## config.mk

```make
export PLATFORM = sky130hd
export DESIGN_NAME = vu_vcu_utm_issue
export DESIGN_NICKNAME = d
export VERILOG_FILES = /design/src/rtl/vu_vcu_utm_issue_pkg.sv /design/src/rtl/vu_vcu_utm_issue.sv
export SDC_FILE = /design/constraint.sdc
export NUM_CORES = 1
export LEC_CHECK = 0
export CAP_MARGIN = 20
export CORE_ASPECT_RATIO = 2
export CORE_MARGIN = 5
export CORE_UTILIZATION = 39
export CTS_CLUSTER_DIAMETER = 40
export DETAILED_ROUTE_END_ITERATION = 10
export PLACE_DENSITY_LB_ADDON = 0.3
export SLEW_MARGIN = 20
export SYNTH_ARGS = -nofsm -noshare
export SYNTH_HDL_FRONTEND = slang
export SYNTH_SLANG_ARGS = --single-unit
```

## constraint.sdc

```tcl
create_clock -name clk -period 1.8 [get_ports clk]
set_input_delay 0.36 -clock clk [delete_from_list [all_inputs] [get_ports clk]]
set_output_delay 0.36 -clock clk [all_outputs]
set_load 0.005 [all_outputs]
```

## src/rtl/vu_vcu_utm_issue_pkg.sv

```systemverilog
// -----------------------------------------------------------------------------
// vu_vcu_utm_issue_pkg
// Shared UT memory interface field sizes and command-class encodings.
// Both this issue stage and the VMU control decoder use them, so the two
// stay in agreement about what a UT memory command looks like.
//   UTMCMD_*   : command queue word = {cmd, vlen}
//   UTMIMM_SZ  : address immediate width
//   UTMRESP_SZ : sync response width (UTMRESP_OK marks a good sync)
// -----------------------------------------------------------------------------
package vu_vcu_utm_issue_pkg;

   localparam int UTMCMD_CMD_SZ  = 8;
   localparam int UTMCMD_VLEN_SZ = 8;
   localparam int UTMCMD_SZ      = UTMCMD_CMD_SZ + UTMCMD_VLEN_SZ;
   localparam int UTMIMM_SZ      = 32;
   localparam int UTMRESP_SZ     = 2;

   // Bit positions inside the command queue word.
   localparam int UTMCMD_VLEN_M1_LSB = 0;
   localparam int UTMCMD_CMDCODE_LSB = UTMCMD_VLEN_M1_LSB + UTMCMD_VLEN_SZ;

   localparam logic [UTMRESP_SZ-1:0] UTMRESP_OK = UTMRESP_SZ'(1'b1);

   // Upper-nibble command groups.
   localparam logic [3:0] UTM_GRP_SYNC  = 4'b0000;
   localparam logic [3:0] UTM_GRP_LOAD  = 4'b1100;
   localparam logic [3:0] UTM_GRP_STORE = 4'b1101;
   localparam logic [3:0] UTM_GRP_AMO0  = 4'b1110;
   localparam logic [3:0] UTM_GRP_AMO1  = 4'b1111;
   // Only the top four codes of the sync group are real sync commands.
   localparam logic [3:0] UTM_SYNC_LO   = 4'd12;

   typedef enum logic [2:0] {
      CLS_INVALID = 3'd0,
      CLS_SYNC    = 3'd1,
      CLS_LOAD    = 3'd2,
      CLS_STORE   = 3'd3,
      CLS_AMO     = 3'd4
   } utm_cls_e;

   typedef enum logic [1:0] {
      ST_IDLE      = 2'd0,
      ST_ISSUE     = 2'd1,
      ST_RESP_WAIT = 2'd2
   } utm_state_e;

   function automatic utm_cls_e utm_classify(input logic [UTMCMD_CMD_SZ-1:0] cmd);
      utm_cls_e cls;
      case (cmd[7:4])
         UTM_GRP_SYNC:  cls = (cmd[3:0] >= UTM_SYNC_LO) ? CLS_SYNC : CLS_INVALID;
         UTM_GRP_LOAD:  cls = CLS_LOAD;
         UTM_GRP_STORE: cls = CLS_STORE;
         UTM_GRP_AMO0:  cls = CLS_AMO;
         UTM_GRP_AMO1:  cls = CLS_AMO;
         default:       cls = CLS_INVALID;
      endcase
      return cls;
   endfunction

endpackage

```

## src/rtl/vu_vcu_utm_issue.sv

```systemverilog
// -----------------------------------------------------------------------------
// vu_vcu_utm_issue
// Issues decoded UT memory instructions from the vector control unit into the
// UT memory command queue and (for loads/stores) the address immediate queue.
// Sync commands additionally wait for a response from the VMU.
// Ports:
//   clk, reset (async, active-low)
//   in_val/in_rdy/in_cmd/in_vlen/in_addr : incoming decoded instruction
//   utmcmdq_*  : command queue, bits = {cmd, vlen}
//   utmimmq_*  : address immediate queue (LOAD/STORE only)
//   utmrespq_* : sync response from the VMU
//   busy, sync_done (1-cycle pulse), err_invalid / err_resp (sticky),
//   sync_cycles (cycles spent waiting for the last sync response)
// -----------------------------------------------------------------------------
module vu_vcu_utm_issue
   import vu_vcu_utm_issue_pkg::*;
(
   input  logic                      clk,
   input  logic                      reset,
   input  logic                      in_val,
   output logic                      in_rdy,
   input  logic [UTMCMD_CMD_SZ-1:0]  in_cmd,
   input  logic [UTMCMD_VLEN_SZ-1:0] in_vlen,
   input  logic [UTMIMM_SZ-1:0]      in_addr,
   output logic [UTMCMD_SZ-1:0]      utmcmdq_bits,
   output logic                      utmcmdq_val,
   input  logic                      utmcmdq_rdy,
   output logic [UTMIMM_SZ-1:0]      utmimmq_bits,
   output logic                      utmimmq_val,
   input  logic                      utmimmq_rdy,
   input  logic [UTMRESP_SZ-1:0]     utmrespq_bits,
   input  logic                      utmrespq_val,
   output logic                      utmrespq_rdy,
   output logic                      busy,
   output logic                      sync_done,
   output logic                      err_invalid,
   output logic                      err_resp,
   output logic [15:0]               sync_cycles
);

   utm_state_e                state_r;
   utm_state_e                state_nxt_s;
   logic [UTMCMD_CMD_SZ-1:0]  cmd_r;
   logic [UTMCMD_VLEN_SZ-1:0] vlen_r;
   logic [UTMIMM_SZ-1:0]      addr_r;
   logic                      is_sync_r;
   logic                      need_imm_r;
   logic                      cmd_sent_r;
   logic                      imm_sent_r;
   logic                      err_invalid_r;
   logic                      err_resp_r;
   logic                      sync_done_r;
   logic [15:0]               sync_cycles_r;

   utm_cls_e                  in_cls_s;
   logic                      in_fire_s;
   logic                      in_good_s;
   logic                      in_rdy_s;
   logic                      cmd_val_s;
   logic                      imm_val_s;
   logic                      resp_rdy_s;
   logic                      cmd_fire_s;
   logic                      imm_fire_s;
   logic                      resp_fire_s;
   logic                      issue_done_s;

   assign in_cls_s  = utm_classify(in_cmd);
   assign in_fire_s = in_val & in_rdy_s;
   assign in_good_s = (in_cls_s != CLS_INVALID);

   assign cmd_fire_s  = cmd_val_s & utmcmdq_rdy;
   assign imm_fire_s  = imm_val_s & utmimmq_rdy;
   assign resp_fire_s = resp_rdy_s & utmrespq_val;

   // A handshake counts as complete if it already happened or is happening now,
   // so the last one can retire the command in the same cycle.
   assign issue_done_s = (cmd_sent_r | cmd_fire_s) &
                         (~need_imm_r | imm_sent_r | imm_fire_s);

   // State register.
   always_ff @(posedge clk or negedge reset) begin
      if (!reset) begin
         state_r <= ST_IDLE;
      end else begin
         state_r <= state_nxt_s;
      end
   end

   // Next-state logic.
   always_comb begin
      state_nxt_s = state_r;
      case (state_r)
         ST_IDLE: begin
            if (in_fire_s && in_good_s) begin
               state_nxt_s = ST_ISSUE;
            end else begin
               state_nxt_s = ST_IDLE;
            end
         end
         ST_ISSUE: begin
            if (issue_done_s) begin
               state_nxt_s = is_sync_r ? ST_RESP_WAIT : ST_IDLE;
            end else begin
               state_nxt_s = ST_ISSUE;
            end
         end
         ST_RESP_WAIT: begin
            if (resp_fire_s) begin
               state_nxt_s = ST_IDLE;
            end else begin
               state_nxt_s = ST_RESP_WAIT;
            end
         end
         default: state_nxt_s = ST_IDLE;
      endcase
   end

   // Output decode; all terms come straight from flops, so no input-to-output path.
   always_comb begin
      in_rdy_s   = 1'b0;
      cmd_val_s  = 1'b0;
      imm_val_s  = 1'b0;
      resp_rdy_s = 1'b0;
      case (state_r)
         ST_IDLE: begin
            in_rdy_s = 1'b1;
         end
         ST_ISSUE: begin
            cmd_val_s = ~cmd_sent_r;
            imm_val_s = need_imm_r & ~imm_sent_r;
         end
         ST_RESP_WAIT: begin
            resp_rdy_s = 1'b1;
         end
         default: begin
            in_rdy_s = 1'b0;
         end
      endcase
   end

   // Capture the accepted command; held untouched until the next accept.
   always_ff @(posedge clk or negedge reset) begin
      if (!reset) begin
         cmd_r      <= '0;
         vlen_r     <= '0;
         addr_r     <= '0;
         is_sync_r  <= 1'b0;
         need_imm_r <= 1'b0;
      end else if (in_fire_s && in_good_s) begin
         cmd_r      <= in_cmd;
         vlen_r     <= in_vlen;
         addr_r     <= in_addr;
         is_sync_r  <= (in_cls_s == CLS_SYNC);
         need_imm_r <= (in_cls_s == CLS_LOAD) || (in_cls_s == CLS_STORE);
      end else begin
         cmd_r      <= cmd_r;
         vlen_r     <= vlen_r;
         addr_r     <= addr_r;
         is_sync_r  <= is_sync_r;
         need_imm_r <= need_imm_r;
      end
   end

   // Per-queue sent flags; cleared whenever not issuing so each command starts fresh.
   always_ff @(posedge clk or negedge reset) begin
      if (!reset) begin
         cmd_sent_r <= 1'b0;
         imm_sent_r <= 1'b0;
      end else if (state_r == ST_ISSUE) begin
         cmd_sent_r <= cmd_sent_r | cmd_fire_s;
         imm_sent_r <= imm_sent_r | imm_fire_s;
      end else begin
         cmd_sent_r <= 1'b0;
         imm_sent_r <= 1'b0;
      end
   end

   // Sticky error flags and the sync completion pulse.
   always_ff @(posedge clk or negedge reset) begin
      if (!reset) begin
         err_invalid_r <= 1'b0;
         err_resp_r    <= 1'b0;
         sync_done_r   <= 1'b0;
      end else begin
         err_invalid_r <= err_invalid_r | (in_fire_s & ~in_good_s);
         err_resp_r    <= err_resp_r | (resp_fire_s & (utmrespq_bits != UTMRESP_OK));
         sync_done_r   <= resp_fire_s;
      end
   end

   // Sync latency counter: zeroed on entry to the wait, saturates, holds afterwards.
   always_ff @(posedge clk or negedge reset) begin
      if (!reset) begin
         sync_cycles_r <= 16'd0;
      end else if ((state_r == ST_ISSUE) && (state_nxt_s == ST_RESP_WAIT)) begin
         sync_cycles_r <= 16'd0;
      end else if ((state_r == ST_RESP_WAIT) && (sync_cycles_r != 16'hFFFF)) begin
         sync_cycles_r <= sync_cycles_r + 16'd1;
      end else begin
         sync_cycles_r <= sync_cycles_r;
      end
   end

   assign in_rdy       = in_rdy_s;
   assign utmcmdq_val  = cmd_val_s;
   assign utmcmdq_bits = {cmd_r, vlen_r};
   assign utmimmq_val  = imm_val_s;
   assign utmimmq_bits = addr_r;
   assign utmrespq_rdy = resp_rdy_s;
   assign busy         = (state_r != ST_IDLE);
   assign sync_done    = sync_done_r;
   assign err_invalid  = err_invalid_r;
   assign err_resp     = err_resp_r;
   assign sync_cycles  = sync_cycles_r;

endmodule

```

; After elaboration in Yosys (flattened, before gate mapping)
; Index checks and enable logic that the tools add are counted.
[op_classes]
n_eq_ne = 12
bitwise_logic = 18
n_mux = 15
n_reduce_logical = 10
magnitude_cmp = 1
add_sub_neg = 1
[op_table]
columns = op, count
row1 = 16-bit 2-to-1 mux, 2
row2 = 16-bit by 1-bit adder with 16-bit output (second input constant), 1
row3 = 4-bit == test (second input constant), 4
row4 = 16-bit != test (second input constant), 1
row5 = 3-bit case mux with 4 select lines, 1
row6 = 1-bit bitwise AND, 8
row7 = 1-bit 2-to-1 mux, 8
row8 = 3-bit by 2-bit == test with 1-bit output (second input constant), 2
row9 = 2-bit 2-to-1 mux, 3
row10 = 1-bit OR, 6
row11 = 2-bit case mux with 3 select lines, 1
row12 = 2-bit == test (second input constant), 2
row13 = 4-bit greater-or-equal comparator (second input constant), 1
row14 = 4-bit logical NOT, 1
row15 = 1-bit inverter, 4
row16 = 2-bit nonzero test, 2
row17 = 3-bit by 1-bit == test with 1-bit output (second input constant), 1
row18 = 1-bit logical AND, 3
row19 = 3-bit nonzero test, 1
row20 = 2-bit by 1-bit == test with 1-bit output (second input constant), 1
row21 = 2-bit logical NOT, 1
row22 = 2-bit by 1-bit != test with 1-bit output (second input constant), 1
row23 = 2-bit OR reduction, 1
row24 = 1-bit logical OR, 1
[totals]
input_bits = 56
output_inout_bits = 72
reg_bits = 73
word_cells = 69

; Longest topological paths before layout
[logic_depth]
word_depth = 11
ltp_mapped = 6
mapped_depth_nobuf = 5

; Worst setup path after synthesis
; No wires, ideal clock.
[synth_path]
path_type = flip-flop to flip-flop
start = register sync_cycles_r[0], in the netlist sync_cycles[0]
end = register sync_cycles_r[8], in the netlist sync_cycles[8]
path_slack_ps = -13
path_stages_with_launch = 6
path_buffers = 0
arrival_time_ps = 1736
synth_period_minus_slack_ps = 1813
required_ps = 1722
setup_time_ps = 78
path_cell_list = dfrtp_1 ha_1 nand3_2 or3_4 or4_1 a21oi_1
[synth_between]
elab_chain_len = 3
word_cells_on_any_way = 6
cone_classes = 1 x add/sub / 1 x eq/ne / 2 x mux / 2 x reduce/logical
[synth_lines]
columns = item, line
row1 = "start, declared", vu_vcu_utm_issue.sv:53  ; logic [15:0] sync_cycles_r;
row2 = "start signal, assigned", vu_vcu_utm_issue.sv:198  ; sync_cycles_r <= sync_cycles_r + 16'd1;
row3 = "start signal, assigned", vu_vcu_utm_issue.sv:200  ; sync_cycles_r <= sync_cycles_r;
row4 = 16-bit by 1-bit adder with 16-bit output or 16-bit != test (tied branches), "vu_vcu_utm_issue.sv:198, vu_vcu_utm_issue.sv:197"
row5 = 16-bit 2-to-1 mux or 1-bit logical AND (tied branches), vu_vcu_utm_issue.sv:197  ; end else if ((state_r == ST_RESP_WAIT) && (sync_cycles_r != 16'hFFFF)) begin
row6 = 16-bit 2-to-1 mux or 2-bit nonzero test (tied branches), n/a
; Several ways; a longest one is shown, not always the timed one. The select of a mux whose other input is x is not followed.
; A chain may end at the register's enable or synchronous reset.

; Worst setup path in the final report
[layout_path]
start = register state_r[1]
end = register addr_r[8], in the netlist utmimmq_bits[8]
[layout_between]
elab_chain_len = 4
[layout_lines]
columns = item, line
row1 = "start, declared", vu_vcu_utm_issue.sv:41  ; utm_state_e state_r;
row2 = "start signal, assigned", vu_vcu_utm_issue.sv:85  ; state_r <= state_nxt_s;
row3 = 2-bit logical NOT, vu_vcu_utm_issue.sv:124  ; case (state_r)
row4 = 1-bit 2-to-1 mux, vu_vcu_utm_issue.sv:124
row5 = 1-bit bitwise AND, vu_vcu_utm_issue.sv:68  ; assign in_fire_s = in_val & in_rdy_s;
row6 = 1-bit logical AND, vu_vcu_utm_issue.sv:149  ; end else if (in_fire_s && in_good_s) begin
row7 = "end signal, assigned", vu_vcu_utm_issue.sv:152  ; addr_r <= in_addr;
row8 = "end signal, assigned", vu_vcu_utm_issue.sv:158  ; addr_r <= addr_r;
row9 = "end, declared", vu_vcu_utm_issue.sv:45  ; logic [UTMIMM_SZ-1:0] addr_r;
; No other way between the ends.

==> flow_metrics.py <==
metrics = {
    "run_status": {
        "status": "finished, final reports clean",
    },
    "critical_path": {
        "r2r_cells": 7,
        "critical-path-max-stage-delay_ns": 0.40,
        "cp_top_family": "buffers and inverters",
        "crit_chain": "buf_4, nor2_4, buf_4, and2_1, nand2_4, buf_12, mux2_2",
        "path_buf_inv": 3,
        "cpMaxStageDelayCell": "dfrtp_1",
        "r2r-start": "state_r[1]$_DFF_PN0_",
        "critPathMaxFanout": 24,
        "arrival_ns": 1.97,
        "cp-start-kind": "register",
        "worstSetupStartpoint": "state_r[1]$_DFF_PN0_",
        "cp_common_cell": "buf_4",
        "endpoint_kind": "register",
        "reg2reg_slack_ns": 0.03,
        "cp_num_cells": 7,
        "reg2reg_to": "utmimmq_bits[8]$_DFFE_PN0P_",
        "crit_required_ns": 2.00,
        "crit_path_end": "utmimmq_bits[8]$_DFFE_PN0P_",
        "critPathKind": "register to register",
    },
    "routing": {
        "wl_per_cell_um": 18.8,
        "routed_wl_um": 9680,
        "vias": 2718,
        "postRouteAntennaNets": 0,
        "drtPass1Iterations": 4,
        "avgViaCountPerCell": 5.29,
        "drc": 0,
        "drtIter0Drc": 110,
    },
    "sta": {
        "min_period_ns": 1.77,
        "hold_viol": 0,
        "fin_ws_ns": 0.0328,
        "max_slew_margin_pct": 73.2,
        "fmax_ghz": 0.566,
        "setup_tns_ns": 0,
        "fin_crit_sh_pct": 98.2,
        "worst_pin_slew_ns": 0.401,
        "hold_slack_ns": 0.0425,
        "clock_skew_ns": 0.00570,
        "setup_violations": 0,
        "slew_violations": 0,
    },
    "floorplan": {
        "fp-row-count": 46,
        "die_w_um": 73.2,
        "io_pins": 128,
        "die_area_um2": 9990,
        "die_y_um": 136,
        "coreArea_um2": 7890,
        "initial_core_util_pct": 39.5,
    },
    "clock_tree": {
        "cts_root_buf": "clkbuf_16",
        "htreeDepth": 3,
        "cts.reportedPaths.clkPinSlew_ns": 0.06,
        "numCtsBuffers": 9,
        "cts_tree": "built",
        "hold_buffers": 0,
        "clock_sinks": 73,
        "clk-insertion-delay-late_ns": 0.33,
        "clock_path_buffers": 2,
    },
    "synth": {
        "ys_top_cells_by_count": "dfrtp_1, mux2_2, nand2_1, a21oi_1",
        "async_flop_share_pct": 100,
        "synth_enable_flop_cells": 0,
        "yosys_warnings": 0,
        "synth.most_common_cell": "dfrtp_1",
        "seq_area_frac_synth_pct": 58.6,
        "synth_fp_nets": 301,
        "syn_inst": 244,
        "synth.area.top_cells": "dfrtp_1, mux2_2, mux2i_1, nand2_1, a21oi_1",
        "yosys.cell_types.count": 48,
        "ys_ff_latch": 73,
        "synth_area_per_cell_um2": 12.8,
        "synth_top_area_share_pct": 58.6,
        "yosys.area.top_type": "dfrtp_1",
        "syn-cell-area_um2": 3120,
        "synthFlopType": "dfrtp_1",
    },
    "cells_and_area": {
        "seq_area_um2": 1830,
        "n_antenna_cell": 0,
        "fillers": 622,
        "final_core_util_pct": 66.3,
        "nets": 470,
        "syn2layout_area_growth_pct": 67.6,
        "multi_input_comb_area_um2": 1300,
        "drive_gt1_share_pct": 30.6,
    },
    "job": {
        "cap_viol_max_count": 0,
    },
    "hold_path": {
        "hp-class": "input port to async pin",
    },
    "global_routing": {
        "grt_max_degree": 74,
        "antenna_found_initial": 0,
        "grt_use_total_pct": 19.6,
        "grt_pass1_vias": 2948,
        "grt_remaining_overflow": 0,
        "grt_pass1_wl_um": 14600,
    },
    "power": {
        "powerDensity_nw_per_um2": 1270,
        "finalPower_w": 0.00665,
        "ir_worst_vdd_v": 0.000813,
        "p_leak_nw": 2.28,
    },
    "place": {
        "io_buffers": 127,
        "globalplace.congestion": 0.836,
        "post-place-ws_ns": -0.345,
        "hpwlAfterDp_um": 6890,
    },
}
[layout by cell type, fill, tap and decap left out, drive strengths merged, types with 2 or more instances in the layout]
master	instances
and4	3
buf	43
mux2i	6
o21a	2
nor3	2
and2	3
clkdlybuf4s50	121
or2	2
nor4	4
mux2	44
nand2b	4
nor2	7
nand2	16
o21ai	4
o211ai	3
dlygate4sd2	3
and3	5
a21oi	8
inv	4
clkbuf	13
bufinv	2
dfrtp	73
clkinv	2
o31ai	4
a31oi	3
nand4	6
a22o	3
nand3	8
or4	3
or3	2
[power by group]
part / internal [W] / switching [W]
Combinational: 0.00144 / 0.000829
Clock: 0.00133 / 0.000660
Sequential: 0.00206 / 0.000335
Total: 0.00483 / 0.00182
[registers in the layout, summed over array words and instances (netlist names), 2 cells and up]
signal	cells
vlen_r	8
cmd_r	8
state_r	2
sync_cycles	16
utmimmq_bits	32
[cells by family (layout without fill, tap and decap cells)]
group	count (synthesis)	count (layout)	share of synthesized area [%]
buf+inv	14	188	2.13
mux	50	50	17.8
flops	73	73	58.6
fa+ha+maj	1	1	0.401
simple gates	71	71	13.4
compound gates	35	35	7.71
[stage by stage]
step,area [µm²],cells
floorplan,3140,244
global placement,4770,491
detailed placement,4770,491
CTS,5150,509
global route,5230,514
finish,5230,514
[worst min-delay path by stage]
stage / startpoint / endpoint / slack, ns / cells past startpoint
final: reset / sync_cycles[12]$_DFFE_PN0P_ / 0.04 / 2
after global routing: reset / cmd_r[4]$_DFFE_PN0P_ / 0.09 / 2
after CTS: reset / sync_cycles[12]$_DFFE_PN0P_ / 0.06 / 2
after detailed placement: reset / sync_cycles[14]$_DFFE_PN0P_ / 0.42 / 2
after global placement: reset / sync_cycles[14]$_DFFE_PN0P_ / 0.42 / 2
after floorplan: reset / cmd_r[0]$_DFFE_PN0P_ / 0.06 / 0
[final cells by class]
type / instances / area share, %
clock inverters: 4 / 1.41
multi-input cells: 157 / 24.9
flip-flops and latches: 73 / 35.0
repair buffers: 168 / 31.0
clock buffers: 12 / 5.10
inverters: 4 / 0.287
well taps: 96 / 2.30
[repair_timing]
item	4_1_cts	5_1_grt
pin swaps	5	2
gates resized for setup	23	4
setup endpoints to repair	10	55
buffers inserted	2	3
cloned	0	2
[worst register-to-register path: cells and delay by family, from the launching register on]
| kind | cells | cell delay, ns |
|---|---|---|
| and+or+nand+nor | 3 | 0.38 |
| muxes | 1 | 0.38 |
| buffers and inverters | 3 | 0.49 |
| DFF | 1 | 0.40 |
[routing by layer]
layer,track usage (%),part of all wire (%),up-vias
li1,-,-,1241
met1,18.6,31,1338
met2,36.2,58,113
met3,5.33,6.4,26
met4,11.0,4.0,0
met5,0,0,-
Note: power is estimated with default switching activity, not from simulation.
